**src/rtl/display_mux.sv**
```systemverilog
// display_mux: two-digit seven-segment multiplexer with blanking gap,
// leading-zero suppression and overflow dash, fed by counter results.
module display_mux #(
   parameter int unsigned REFRESH_CYCLES     = 1000,
   parameter int unsigned GAP_CYCLES         = 16,
   parameter bit          BLANK_LEADING_ZERO = 1'b1
) (
   input  logic       clk,
   input  logic       reset,
   input  logic       load,
   input  logic [3:0] ten_count,
   input  logic [3:0] unit_count,
   output logic [6:0] segments,
   output logic       digit,
   output logic       overflow
);

   localparam int unsigned PW = $clog2(REFRESH_CYCLES);
   localparam logic [PW-1:0] PH_LAST = PW'(REFRESH_CYCLES - 1);
   localparam logic [6:0] SEG_OFF  = 7'h00;
   localparam logic [6:0] SEG_DASH = 7'h40;

   typedef enum logic {
      UNITS = 1'b0,
      TENS  = 1'b1
   } phase_e;

   phase_e        state_q;
   phase_e        state_d;
   logic [PW-1:0] ph_q;
   logic [PW-1:0] ph_d;
   logic [3:0]    tens_q;
   logic [3:0]    units_q;
   logic [3:0]    sel_val;
   logic          in_gap;
   logic          lead_blank;

   function automatic logic [6:0] seg_decode(input logic [3:0] v);
      logic [6:0] s;
      unique case (v)
         4'd0:    s = 7'h3F;
         4'd1:    s = 7'h06;
         4'd2:    s = 7'h5B;
         4'd3:    s = 7'h4F;
         4'd4:    s = 7'h66;
         4'd5:    s = 7'h6D;
         4'd6:    s = 7'h7D;
         4'd7:    s = 7'h07;
         4'd8:    s = 7'h7F;
         4'd9:    s = 7'h6F;
         default: s = SEG_OFF;
      endcase
      return s;
   endfunction

   // Latch the counter result on the load strobe; last load wins.
   always_ff @(posedge clk or posedge reset) begin
      if (reset) begin
         tens_q  <= 4'd0;
         units_q <= 4'd0;
      end else if (load) begin
         tens_q  <= ten_count;
         units_q <= unit_count;
      end
   end

   // Phase counter and digit-select state register.
   always_ff @(posedge clk or posedge reset) begin
      if (reset) begin
         state_q <= UNITS;
         ph_q    <= '0;
      end else begin
         state_q <= state_d;
         ph_q    <= ph_d;
      end
   end

   // Advance the phase; swap digits when the phase wraps.
   always_comb begin
      state_d = state_q;
      ph_d    = ph_q + 1'b1;
      if (ph_q == PH_LAST) begin
         ph_d = '0;
         unique case (state_q)
            UNITS:   state_d = TENS;
            TENS:    state_d = UNITS;
            default: state_d = UNITS;
         endcase
      end
   end

   assign digit    = (state_q == TENS);
   assign overflow = (tens_q > 4'd9) | (units_q > 4'd9);
   assign in_gap   = (32'(ph_q) < GAP_CYCLES);
   assign lead_blank = BLANK_LEADING_ZERO
                     && (state_q == TENS)
                     && (tens_q == 4'd0);

   // Segment select: gap, then overflow dash, then leading blank, then digit.
   always_comb begin
      segments = SEG_OFF;
      sel_val  = (state_q == TENS) ? tens_q : units_q;
      if (in_gap)
         segments = SEG_OFF;
      else if (overflow)
         segments = SEG_DASH;
      else if (lead_blank)
         segments = SEG_OFF;
      else
         segments = seg_decode(sel_val);
   end

endmodule

```
**config.mk**
```make
export PLATFORM = sky130hd
export DESIGN_NAME = display_mux
export DESIGN_NICKNAME = d
export VERILOG_FILES = /design/src/rtl/display_mux.sv
export SDC_FILE = /design/constraint.sdc
export NUM_CORES = 1
export LEC_CHECK = 0
export BUFFER_PORTS_ARGS = -buffer_cell sky130_fd_sc_hd__buf_4
export CORE_UTILIZATION = 59
export CTS_CLUSTER_DIAMETER = 50
export CTS_CLUSTER_SIZE = 30
export DETAILED_ROUTE_END_ITERATION = 8
export PLACE_DENSITY = 0.83
export SLEW_MARGIN = 20
export SYNTH_ARGS = -nofsm -noshare
export SYNTH_HDL_FRONTEND = slang
export SYNTH_SLANG_ARGS = --single-unit
```
**constraint.sdc**
```tcl
create_clock -name clk -period 5.5 [get_ports clk]
set_clock_uncertainty 0.1 [all_clocks]
set_input_delay 0.825 -clock clk [delete_from_list [all_inputs] [get_ports clk]]
set_output_delay 0.825 -clock clk [all_outputs]
set_load 0.02 [all_outputs]
```
### Word-level counts from Yosys, hierarchy flattened

Memory sizes are Yosys's and may differ from the RTL's.
Cells that the tools add are included.

| storage, ports and cells | value |
|---|---|
| register bits | 19 |
| latch bits | 0 |
| RAM bits | 0 |
| ROM bits | 112 |
| bits of input ports | 11 |
| output and inout bits | 9 |
| logic and storage cells | 20 |
| memories kept | 1 |

| cells by class | value |
|---|---|
| add/sub/neg operators | 1 |
| multipliers | 0 |
| div/mod/pow operators | 0 |
| order comparisons | 3 |
| equal/unequal tests | 1 |
| shift-type cells | 0 |
| muxes and demuxes | 6 |
| bitwise logic cells | 2 |
| reduce and logical (&&, ||, !) cells | 2 |

Memories:

| name | depth | bits a word | rd ports | clocked after memory_dff | write ports | RTL line | RTL |
|---|---|---|---|---|---|---|---|
| (no name shown) | 16 | 7 | 1 | 0 | 0 | 40 | `unique case (v)` |

Operators with widths:

| kind | count |
|---|---|
| $mux 7 | 3 |
| $add 10x1->10 const B | 1 |
| $eq 10x10->1 const B | 1 |
| $lt 10x5->1 const B | 1 |
| $mux 10 | 1 |
| $gt 4x4->1 const B | 2 |
| $logic_not 4->1 | 1 |
| $mux 4 | 1 |
| $pmux 1 s2 | 1 |
| $logic_and 1x1->1 | 1 |
| $not 1->1 | 1 |
| $or 1x1->1 | 1 |

### Depth between registers and ports, before layout

Gate-level depths: netlist of run 1.

| logic depth | value |
|---|---|
| depth in word-level cells | 5 |
| mapped depth | 7 |
| mapped depth without buffers | 6 |

### Worst setup path before layout of run 1

No wires, ideal clock.

| path | value |
|---|---|
| kind | register to output |
| from | reg state_q, in the netlist digit |
| to | out segments[5] |
| data arrival time | 1.893 ns |
| required time | 4.575 ns |
| slack | 2.682 ns |
| cell stages (with the launch flop) | 7 |
| buffers on the path | 1 |
| cells stage by stage | dfrtp_1 -> buf_2 -> mux2i_1 -> inv_1 -> ha_1 -> o22a_1 -> a21oi_1 |

| on the way | value |
|---|---|
| cells in the longest elaborated chain, start to end | 5 |
| elaborated cells on any way between the ends | 6 |
| those cells by class | 4 x mux; 1 x reduce/logical; 1 x memory |

RTL lines:

| what | RTL line | RTL |
|---|---|---|
| from (decl) | 28 | `phase_e state_q;` |
| from (signal assigned) | 73 | `state_q <= state_d;` |
| $mux 4 | 102 | `sel_val = (state_q == TENS) ? tens_q : units_q;` |
| $mem_v2 16x7 | -- |  |
| $mux 7 (*) | 107 | `else if (lead_blank)` |
| $mux 7 (*) | 105 | `else if (overflow)` |
| $mux 7 (*) | 103 | `if (in_gap)` |
| to (decl) | 13 | `output logic [6:0] segments,` |

Every way passes the cells marked *; elsewhere a longest branch is shown, timed or not.

### Worst setup path after layout of run 1

Ends and elaborated chain as after synthesis.

==> flow_summary.toml, run 1 <==
[cells_and_area]
post-route-cell-area_sq_um = 1360
drive_above_1_share_pct = 23.2
finalCoreUtilization_pct = 75.5
seqCellArea_sq_um = 475
area_growth_pct = 14.7
fill_cells = 144
multi_input_area_sq_um = 662
nNetsFinal = 160
n_antenna_cell = 0

[sta]
drv_slew = 0
finalHoldViolations = 0
relSlewSlack_pct = 52.8
max_freq_mhz = 316
fin_crit_sh_pct = 57.6
fin_crit_ns = 3.17
finalSetupViolCount = 0
rsz0062_at_grt = "false"
tightest_slew_ns = 0.707
final.setup.tns_ns = 0

[cts]
clk_pin_slew_worst_paths_ns = 0.11
cts_repair_resize_count = 0
cts.sinks = 19
cts_tree = "yes"
root_buffer = "clkbuf_4"
cts_hold_buf = 0
cts.path.max_buffers = 2
h-tree-depth = 1
clock_latency_ns = 0.30
cts_buffers = 3
cts_setup_buffers = 0

[pwr]
power.density_nw_per_um2 = 222
p_leak_nw = 0.597
power.total_mw = 0.301
ir_worst_vdd_mv = 0.214

[setup_path]
cp-start-kind = "register"
critPathArrivalTime_ns = 2.24
required_ns = 4.58
end_kind = "output pin"
path_class = "register to output pin"
worstPathMaxFanout = 12

[global_routing]
grt_max_degree = 20
grt_antenna_before_repair = 0
grt_pass1_vias = 867
grt_pass1_wl_um = 3860
grt_overflow = 0
grt_use_total_pct = 24.8

[routing]
drt-total-wl_um = 2440
vias = 995
viasPerCell = 5.96
drt-pass1-iter-count = 4
drtIter0Drc = 42
wl_per_cell_um = 14.6
remaining_drc_errors = 0
ant_nets = 0

[floorplan]
die-area_sq_um = 2190
core-area_sq_um = 1800
die_w_um = 46.8
rows = 15
io_pins = 20
initial_utilization_pct = 65.8
die_height_um = 46.8

[synth]
yosysSeqAreaShare_pct = 40.1
netlist_instances = 125
synth_warnings = 0
ys_ff_latch = 19
synth_nets = 142
synth_area_sq_um = 1190
syn_avg_cell_area_sq_um = 9.49
synth_cell_types = 35

[placed_design]
port_buffers = 19
dp_hpwl_um = 1790
place_congestion = 0.910
dpl_cell_area_sq_um = 1330

[flow_run]
drv_cap = 0

[min_path]
min_path_type = "register to register"

[outcome]
status = "finished, final reports clean"
[power by group]
group	switching [mW]	internal, mW	leakage [nW]
combinational	0.0411	0.0346	0.349
sequential	0.00951	0.145	0.233
clock	0.0425	0.0283	0.0150
total	0.0931	0.208	0.597
[layout make-up]
class	instances	share of cell area [%]
Sequential cell	19	35.0
Clock buffer	4	1.93
Multi-Input combinational cell	94	48.7
Timing Repair Buffer	19	10.5
Inverter	6	1.66
Tap cell	25	2.30
[sequential cells by signal (all words and copies together), names as in the netlist]
signal	cells
digit	1
ph_q	10
tens_q	4
units_q	4
[cells in the mapped netlist]
cell       count  share of area, %
nand2b_1       1              0.53
ha_1           6               6.3
or4_1          1              0.63
nand3_2        1              0.84
xor2_1         4               3.0
o22a_1         1              0.74
mux2_2         7               6.6
nand3_1        3               1.3
nor2b_1        3               1.6
nor4_4         1               1.8
or4b_1         1              0.84
nor3_1         5               2.1
nor2_1         7               2.2
buf_2          3               1.3
a222oi_1       1              0.84
a2bb2oi_1      1              0.74
dfrtp_1       19                40
a21o_1         1              0.63
o32ai_1        1              0.74
a211o_2        1              0.84
nand3b_1       1              0.63
and3_2         1              0.63
nand2_1       13               4.1
or2b_1         1              0.63
o21ai_0       11               4.6
a221oi_1       1              0.74
o41ai_1        1              0.74
a31oi_1        1              0.53
or3_1          1              0.53
mux2i_1        5               4.2
inv_1          6               1.9
a21oi_1        8               3.4
xnor2_1        3               2.2
clkbuf_1       3              0.95
nand4_1        1              0.53
[layer usage]
layer  vias up  routed length (um)  share of wire, %  track usage [%]
met2        35                1160                47             38.1
met4         0                  40               1.6             10.3
li1        475                   -                 -                -
met5         -                   0                 0                0
met3         5                 106               4.4             4.23
met1       480                1130                46             35.0
[critical path, cell delays in order, from the launching register on]
cell and delay [ns]:
dfrtp_1 0.64, mux2i_1 0.42, ha_1 0.28, nor2b_1 0.17, o21ai_0 0.09, a21oi_1 0.17
buf_4 0.15
[through the flow]
step,std cells,worst slack [ns],hold slack (ns)
3_5_place_dp,163,2.67,0.390
6_report,167,2.33,0.399
2_1_floorplan,125,2.68,0.355
5_1_grt,167,2.16,0.416
3_3_place_gp,163,2.82,0.375
4_1_cts,167,2.33,0.405
[placed cells by master (no fill, tap or decap), drive strengths merged]
cell type | synthesis | final
nor2 | 7 | 7
mux2i | 5 | 5
nand2b | 1 | 1
nor4 | 1 | 1
a211o | 1 | 1
inv | 6 | 6
and3 | 1 | 1
a31oi | 1 | 1
ha | 6 | 6
or2b | 1 | 1
mux2 | 7 | 7
xnor2 | 3 | 3
nand2 | 13 | 13
nand3b | 1 | 1
dfrtp | 19 | 19
clkbuf | 3 | 4
o22a | 1 | 1
a21oi | 8 | 8
buf | 3 | 19
a2bb2oi | 1 | 1
nand3 | 4 | 4
a222oi | 1 | 1
a21o | 1 | 1
xor2 | 4 | 4
or4b | 1 | 1
or4 | 1 | 1
a221oi | 1 | 1
o32ai | 1 | 1
nand4 | 1 | 1
nor2b | 3 | 3
o21ai | 11 | 11
or3 | 1 | 1
o41ai | 1 | 1
nor3 | 5 | 5
[path summary, 6_finish.rpt]
path / end / slack, ns / from / cells after the start
min: ph_q[0] / 0.40 / ph_q[0] / 1
min reg2reg: ph_q[0] / 0.40 / ph_q[0] / 1
max reg2reg: ph_q[8] / 3.79 / ph_q[0] / 5
max: segments[5] / 2.33 / digit / 6
max in group asynchronous: units_q[0] / 4.31 / reset / 2
min in group asynchronous: ph_q[1] / 0.53 / reset / 2
[logic make-up (layout without fill, tap and decap cells)]
kind of cell | Yosys count | after routing | synth area share, %
simple gates | 41 | 41 | 18.9
compound gates | 28 | 28 | 14.6
flops | 19 | 19 | 40.1
mux | 12 | 12 | 10.9
buf+inv | 12 | 29 | 4.11
xor+xnor | 7 | 7 | 5.17
fa+ha+maj | 6 | 6 | 6.33
(Power assumes the default switching activity.)
==> run 2, diff against run 1 <==
--- a/config.mk
+++ b/config.mk
@@ -6,11 +6,11 @@
 export NUM_CORES = 1
 export LEC_CHECK = 0
 export BUFFER_PORTS_ARGS = -buffer_cell sky130_fd_sc_hd__buf_4
-export CORE_UTILIZATION = 59
+export CORE_UTILIZATION = 49
 export CTS_CLUSTER_DIAMETER = 50
 export CTS_CLUSTER_SIZE = 30
 export DETAILED_ROUTE_END_ITERATION = 8
-export PLACE_DENSITY = 0.83
+export PLACE_DENSITY = 0.74
 export SLEW_MARGIN = 20
 export SYNTH_ARGS = -nofsm -noshare
 export SYNTH_HDL_FRONTEND = slang
==> constraint.sdc (replaced) <==
create_clock -name clk -period 2.72 [get_ports clk]
set_clock_uncertainty 0.1 [all_clocks]
set_input_delay 0.408 -clock clk [delete_from_list [all_inputs] [get_ports clk]]
set_output_delay 0.408 -clock clk [all_outputs]
set_load 0.02 [all_outputs]
==> run 2 against run 1 <==
  * Combinational power rose by 110%
  * Global-route usage fell by 3.3 points
  * Design area rose by 1.2%
  * Routed wire length rose by 1.2%
  * Sequential share of layout area fell by 0.32 points
  * Count of clock-buffer cells in the layout fell by 1
  * Critical path depth did not move
  * Register-to-register slack got worse by 2.8 ns
  * Clock power rose by 110%
  * Total power rose by 110%
  * Hold slack got worse by 0.30 ns
  * Sequential power rose by 100%
  * Critical endpoint unchanged
  * Largest power group unchanged
  * Highest routed layer unchanged
==> flow_summary.toml, run 2 (same netlist as run 1, synthesis figures left out) <==
[sta]
drv_slew = 0
relSlewSlack_pct = 54.3
tightest_slew_ns = 0.685
fin_crit_ns = 2.59
max_freq_mhz = 386
finalHoldViolations = 0
fin_crit_sh_pct = 95.3
final.setup.tns_ns = 0
rsz0062_at_grt = "false"
setup_ws_ns = 0.129
finalSetupViolCount = 0

[cells_and_area]
layout_commonest_cell = "buf_4"
largest_reg_flops = 10
top_register = "ph_q"
nNetsFinal = 160
final_cell_mix = "buf_4, dfrtp_1, nand2_1"
final_cells = 170
largestRegisters = "ph_q x10, tens_q x4, units_q x4"
area_growth_pct = 16.0
drive_above_1_share_pct = 26.1
n_antenna_cell = 0
fill_cells = 206
post-route-cell-area_sq_um = 1380

[global_routing]
grt_pass1_wl_um = 4160
grt_use_total_pct = 21.5
grt_pass1_vias = 957
grt_antenna_before_repair = 0
grt_max_degree = 20
grt_overflow = 0

[routing]
drtIter0Drc = 32
ant_nets = 0
remaining_drc_errors = 0
viasPerCell = 5.71
wl_per_cell_um = 14.5
drt-pass1-iter-count = 4
vias = 970
drt-total-wl_um = 2470

[placed_design]
dpl_cell_area_sq_um = 1340
place_ws_ns = 0.326
dp_hpwl_um = 1860
dpl.cell_count = 166
port_buffers = 19
place_congestion = 0.857

[cts]
clock_latency_ns = 0.30
cts.sinks = 19
cts_tree = "yes"
h-tree-depth = 1
cts_hold_buf = 0
cts_buffers = 3
cts_setup_buffers = 0
cts.path.max_buffers = 2
clk_pin_slew_worst_paths_ns = 0.11
root_buffer = "clkbuf_4"

[pwr]
power_frac_clock_pct = 24.0
pwr-share-comb_pct = 25.3
switching_power_mw = 0.198
power_frac_seq_pct = 50.7
p_leak_nw = 0.599
intPower_mw = 0.421
power.density_nw_per_um2 = 450
ir_worst_vdd_mv = 0.485
swShare_pct = 32.0

[flow_run]
drv_cap = 0

[floorplan]
die_w_um = 51.2
io_pins = 20
initial_utilization_pct = 52.6
die-area_sq_um = 2620
core-area_sq_um = 2250
rows = 17
die_height_um = 51.2

[setup_path]
worstReg2RegStart = "ph_q[0]"
end_kind = "output pin"
r2r_slack_ns = 0.99
required_ns = 2.21
path_class = "register to output pin"
r2r-end = "ph_q[8]"
critPathArrivalTime_ns = 2.08
worstPathMaxFanout = 12
worstRegToRegCells = 5
cp-start-kind = "register"

[outcome]
status = "finished, final reports clean"

[min_path]
min_path_type = "input port to async pin"
-- run 2: layout make-up --
class / instances / area [sq um] / area share (%)
repair buffers: 19 / 143 / 10.4
inverters: 6 / 22.5 / 1.64
well taps: 28 / 35.0 / 2.55
multi-input cells: 94 / 669 / 48.6
clock inverters: 1 / 7.51 / 0.545
flip-flops and latches: 19 / 477 / 34.6
clock buffers: 3 / 22.5 / 1.64
-- run 2: worst max path at each step --
stage / startpoint / endpoint / slack [ns] / cells after the start
after floorplan: digit / segments[5] / 0.32 / 6
after global placement: digit / segments[5] / 0.42 / 6
after detailed placement: digit / segments[5] / 0.33 / 6
after CTS: digit / segments[4] / 0.11 / 6
after global routing: digit / segments[5] / 0.01 / 6
final: digit / segments[5] / 0.13 / 6
-- run 2: power by group through the flow --
stage / sequential, mW / clock (mW) / combinational [mW]
floorplan: 0.307 / 0 / 0.103
global placement: 0.317 / 0 / 0.148
detailed placement: 0.318 / 0 / 0.155
CTS: 0.313 / 0.152 / 0.156
global route: 0.316 / 0.161 / 0.170
finish: 0.314 / 0.149 / 0.157
-- run 2: layer usage --
| metal | track usage, % | vias up | share of wire [%] |
|---|---|---|---|
| li1 | - | 482 | - |
| met1 | 27.8 | 449 | 44 |
| met2 | 36.4 | 34 | 50 |
| met3 | 3.27 | 5 | 4.6 |
| met4 | 7.41 | 0 | 1.1 |
| met5 | 0 | - | 0 |
-- run 2: what timing repair did --
action | 4_1_cts | 5_1_grt
setup endpoints to repair | 2 | 2
cloned | 0 | 0
resized for setup | 2 | 1
hold endpoints to repair | 0 | 0
-- run 2: worst max-delay path, cell delays in order (launching register included) --
cell and delay [ns]:
dfrtp_2 0.54, mux2i_2 0.37, inv_1 0.12, ha_1 0.24, o22a_1 0.23, a21oi_1 0.13, buf_4 0.15
-- run 2: metrics by stage --
step	util, %	hold slack [ns]	total power [mW]
CTS	60.9	0.113	0.621
floorplan	-	0.259	0.410
finish	61.0	0.0963	0.619
detailed placement	59.3	0.382	0.473
global route	61.0	0.174	0.647
global placement	59.3	0.370	0.465
